==> config.mk <==
export PLATFORM = sky130hd
export DESIGN_NAME = mux_nto1_pipe
export DESIGN_NICKNAME = d
export VERILOG_FILES = /design/src/rtl/mux_nto1_pipe.sv
export SDC_FILE = /design/constraint.sdc
export NUM_CORES = 1
export LEC_CHECK = 0
export BUFFER_PORTS_ARGS = -buffer_cell sky130_fd_sc_hd__buf_2
export CAP_MARGIN = 20
export CORE_MARGIN = 4
export CORE_UTILIZATION = 42
export CTS_CLUSTER_DIAMETER = 30
export DETAILED_ROUTE_END_ITERATION = 8
export GPL_TIMING_DRIVEN = 0
export PLACE_DENSITY = 0.77
export SLEW_MARGIN = 20
export SYNTH_ARGS = -nofsm -noshare
export SYNTH_HDL_FRONTEND = slang
export SYNTH_SLANG_ARGS = --single-unit
==> constraint.sdc <==
create_clock -name clk_i -period 1.5 [get_ports clk_i]
set_clock_uncertainty 0.1 [all_clocks]
set_input_delay 0.3 -clock clk_i [delete_from_list [all_inputs] [get_ports clk_i]]
set_output_delay 0.3 -clock clk_i [all_outputs]
set_load 0.01 [all_outputs]
==> src/rtl/mux_nto1_pipe.sv <==
// Registered N-to-1 mux with valid/ready handshake and a 2-entry (OUT + SKID) buffer.
// Out-of-range selects capture zero and raise a sticky error flag.
module mux_nto1_pipe #(
  parameter int unsigned DATA_W = 32,
  parameter int unsigned NUM_IN = 4,
  parameter int unsigned SEL_W  = 2
) (
  input  logic                     clk_i,
  input  logic                     rst_i,
  input  logic [SEL_W-1:0]         select_i,
  input  logic [NUM_IN*DATA_W-1:0] data_i,
  input  logic                     valid_i,
  output logic                     ready_o,
  output logic [DATA_W-1:0]        data_o,
  output logic                     valid_o,
  input  logic                     ready_i,
  output logic                     sel_err_o,
  input  logic                     clr_err_i
);

  if ((2 ** SEL_W) < NUM_IN || NUM_IN < 2) begin : g_param_check
    $error("mux_nto1_pipe: SEL_W too small for NUM_IN, or NUM_IN < 2");
  end

  logic [DATA_W-1:0] out_data_q, out_data_d;
  logic              out_valid_q, out_valid_d;
  logic [DATA_W-1:0] skid_data_q, skid_data_d;
  logic              skid_valid_q, skid_valid_d;
  logic              ready_q, ready_d;
  logic              err_q, err_d;

  logic [DATA_W-1:0] beat_data;
  logic              sel_bad;
  logic              acc, dlv;

  // Compare against each legal index so unselected channels never leak X.
  always_comb begin
    beat_data = '0;
    sel_bad   = 1'b1;
    for (int unsigned k = 0; k < NUM_IN; k++) begin
      if (select_i == SEL_W'(k)) begin
        beat_data = data_i[k*DATA_W +: DATA_W];
        sel_bad   = 1'b0;
      end
    end
  end

  assign acc = valid_i & ready_q;
  assign dlv = out_valid_q & ready_i;

  always_comb begin
    out_data_d   = out_data_q;
    out_valid_d  = out_valid_q;
    skid_data_d  = skid_data_q;
    skid_valid_d = skid_valid_q;
    if (!out_valid_q) begin
      if (acc) begin
        out_data_d  = beat_data;
        out_valid_d = 1'b1;
      end
    end else if (dlv) begin
      if (skid_valid_q) begin
        out_data_d   = skid_data_q;
        skid_valid_d = 1'b0;
      end else if (acc) begin
        out_data_d = beat_data;
      end else begin
        out_valid_d = 1'b0;
      end
    end else if (acc) begin
      skid_data_d  = beat_data;
      skid_valid_d = 1'b1;
    end
    ready_d = ~skid_valid_d;
  end

  // Set wins over a simultaneous clear.
  always_comb begin
    err_d = err_q;
    if (clr_err_i) begin
      err_d = 1'b0;
    end
    if (acc && sel_bad) begin
      err_d = 1'b1;
    end
  end

  always_ff @(posedge clk_i or negedge rst_i) begin
    if (!rst_i) begin
      out_data_q   <= '0;
      out_valid_q  <= 1'b0;
      skid_data_q  <= '0;
      skid_valid_q <= 1'b0;
      ready_q      <= 1'b0;
      err_q        <= 1'b0;
    end else begin
      out_data_q   <= out_data_d;
      out_valid_q  <= out_valid_d;
      skid_data_q  <= skid_data_d;
      skid_valid_q <= skid_valid_d;
      ready_q      <= ready_d;
      err_q        <= err_d;
    end
  end

  assign data_o    = out_data_q;
  assign valid_o   = out_valid_q;
  assign ready_o   = ready_q;
  assign sel_err_o = err_q;

endmodule

==> out/qor.txt <==
Fin. Hold Viols = 0
Synth Flop Type = dfrtp_1
GPL Wtd Cong = 0.7225
DR DRC count = 0
Synthesis Warnings = 0
Commonest cells post-synth = dfrtp_1, and2_1, a221o_1, mux2_2, mux4_2
Fin crit share = 1.021
Port-buffer cells = 168
Failing checks = setup timing
Worst min-delay path class = in -> reg
Average size of a mapped cell = 15.28 sq um
Worst R2R Start = valid_o$_DFF_PN0_
Yosys cell types = 18
Drt pass-1 iters = 4
Total global routing overflow = 0
CP Launch Type = register
Final setup margin = -0.03191 ns
Routed Antenna Nets = 0
Rows = 33
Cells after synthesis = 229
Sequential area share after synthesis = 0.4862
N_diodes = 0
Reg2reg setup slack = -0.03 ns
CTS clk-pin slew, worst paths = 0.08 ns
Max-slew violation count = 0
Hold depth = 2
Cell chain of the critical path = nor2b_4 > a21o_4 > buf_4 > a221o_1
Worst Path Max Fanout = 7
Register bit total from synthesis = 68
Max_cap viols = 0
Synthesis-to-layout area growth = 41.97%
Layout cell share with drive strength beyond 1 = 0.6588
Clk root buf = clkbuf_8
Vias = 2875
Synthesized area = 0.003500 sq mm
WHS = 0.1503 ns
Final Net Count = 555
Final setup fails = 19
RSZ-0062 raised after global routing = true
Worst hold path startpoint = valid_i
Final core utilization = 0.6077
Async SR Flop Fraction = 1.000
Fin cells = 530
Worst r2r path cells = 4
Crit-path slowest cell = dfrtp_2
Core area = 0.008175 sq mm
Fill cells = 683
Critical R2R Capture = data_o[1]$_DFFE_PN0P_
Placed insts = 503
Detail Placement HPWL = 7200 um
CTS Buf Count = 9
Relative slew slack = 0.7862
CTS tree = built
Req. time, crit path = 1.62 ns
Starting density of the core = 0.4281
Synth top area cells = dfrtp_1, mux4_2, mux2_2
Tightest Pin Transition = 0.3206 ns
Count leader, synth = dfrtp_1
Sinks on Clock Net = 68
Run status = finished, violations left
Starting DRT DRC Count = 75
Lkg Pwr = 2.407 nW
Clock Path Buffers = 2
Largest net degree at the start of global routing = 58
Worst Hold Endpoint = valid_o$_DFF_PN0_
Top cell type's share of synthesized area = 0.4862
Post-synth EDFFs = 0
Cell type with the largest total area after synthesis = dfrtp_1
Ports = 170
Drt via density = 5.425
Vias in the first global route = 3184
Fin crit period = 1.532 ns
Syn nets = 364
Cell Pwr Density = 1582 mW/mm^2
Initial antenna violation count = 0
Post-Route WL = 9612 um
Peak supply drop = 0.6054 mV
Critical path arrival = 1.66 ns
Die Y = 99.28 um
Global-route wire length before repair = 15190 um
Slowest stage delay, CP = 0.44 ns
Gr usage total = 0.1957
Clock Latency Late Sink = 0.34 ns
Htree depth = 3
Die ar. = 0.009857 sq mm
CP Class = reg -> reg
Die Wd = 99.28 um
Fmax = 0.6528 GHz
Routed wire length per instance = 18.14 um
Crit. End Element = register
## cells by family (layout without fill, tap and decap cells)
kind of cell	count (synthesis)	in the layout	share of synthesized area
muxes	64	64	0.3110
buffers and inverters	19	215	0.03075
and+or+nand+nor	43	43	0.07437
DFF	68	68	0.4862
AOI/OAI and AO/OA	35	35	0.09761
## per-layer routing
metal  track usage  wire, um  vias to the layer above
met3       0.03436       625                       11
met2        0.3528      5150                      108
met4       0.07248       134                        0
li1              -         -                     1300
met5             0         0                        -
met1        0.2335      3700                     1456
## cells in the final DEF (no fill, tap or decap), types with 2 or more instances in the layout
master / synthesis / layout
buf_4: 0 / 8
clkinv_2: 0 / 3
buf_12: 0 / 4
clkbuf_8: 0 / 11
nand2_1: 5 / 5
buf_2: 5 / 169
and2_1: 33 / 33
mux4_1: 2 / 2
dfrtp_1: 68 / 67
mux2_2: 32 / 32
buf_6: 4 / 5
buf_8: 0 / 2
dlygate4sd3_1: 0 / 2
a221o_1: 32 / 32
mux4_2: 30 / 30
clkbuf_4: 0 / 4
clkbuf_16: 0 / 2
## worst max path at each step
stage | slack, ns | start | cells after the start | endpoint
5_1_grt | -0.07 | valid_o$_DFF_PN0_ | 4 | data_o[4]$_DFFE_PN0P_
4_1_cts | -0.03 | valid_o$_DFF_PN0_ | 4 | data_o[7]$_DFFE_PN0P_
3_5_place_dp | -0.56 | select_i[1] | 4 | data_o[1]$_DFFE_PN0P_
3_3_place_gp | -0.50 | select_i[1] | 4 | data_o[0]$_DFFE_PN0P_
6_report | -0.03 | valid_o$_DFF_PN0_ | 4 | data_o[1]$_DFFE_PN0P_
2_1_floorplan | -0.05 | select_i[0] | 4 | data_o[21]$_DFFE_PN0P_
## worst max-delay path: cells and delay by family (launching register included)
| family | cells | cell delay [ns] |
|---|---|---|
| simple gates | 1 | 0.14 |
| compound gates | 2 | 0.58 |
| buf+inv | 1 | 0.16 |
| flops | 1 | 0.44 |
## power by group
part | total, mW | internal [mW] | switching [mW] | leakage, nW
sequential | 3.16 | 2.72 | 0.445 | 0.827
combinational | 3.19 | 1.86 | 1.33 | 1.48
clock | 1.51 | 0.806 | 0.703 | 0.0991
## registers in the layout (all words and copies together) (netlist names)
register and cells:
skid_valid_q 1, sel_err_o 1, data_o 32, ready_o 1
skid_data_q 32, valid_o 1
## final cells by class
class | instances | area [sq um] | share of cell area
multi-input cells | 142 | 1722 | 0.3465
well taps | 105 | 131.4 | 0.02644
plain buffers | 19 | 235.2 | 0.04734
clock inverters | 5 | 52.55 | 0.01058
clock buffers | 11 | 141.4 | 0.02846
flip-flops and latches | 68 | 1703 | 0.3427
repair buffers | 180 | 983.4 | 0.1979
## stage by stage
stage	power, mW	worst slack, ns	setup TNS, ns	instance area [sq um]
floorplan	4.864	-0.04715	-1.941	3538
global placement	5.806	-0.5006	-39.47	4511
detailed placement	5.964	-0.5550	-24.39	4541
CTS	7.740	-0.02626	-0.3715	4901
global route	8.338	-0.06649	-2.281	4969
finish	7.860	-0.03191	-0.3055	4969
## what timing repair did
item | in CTS | in global routing
setup endpoints to repair | 63 | 60
resized for setup | 32 | 9
gates cloned | 1 | 2
buffers inserted | 5 | 1
pin swaps | 3 | 27
hold endpoints to repair | 55 | 0
hold buffers | 2 | 0
(Power assumes the default switching activity.)
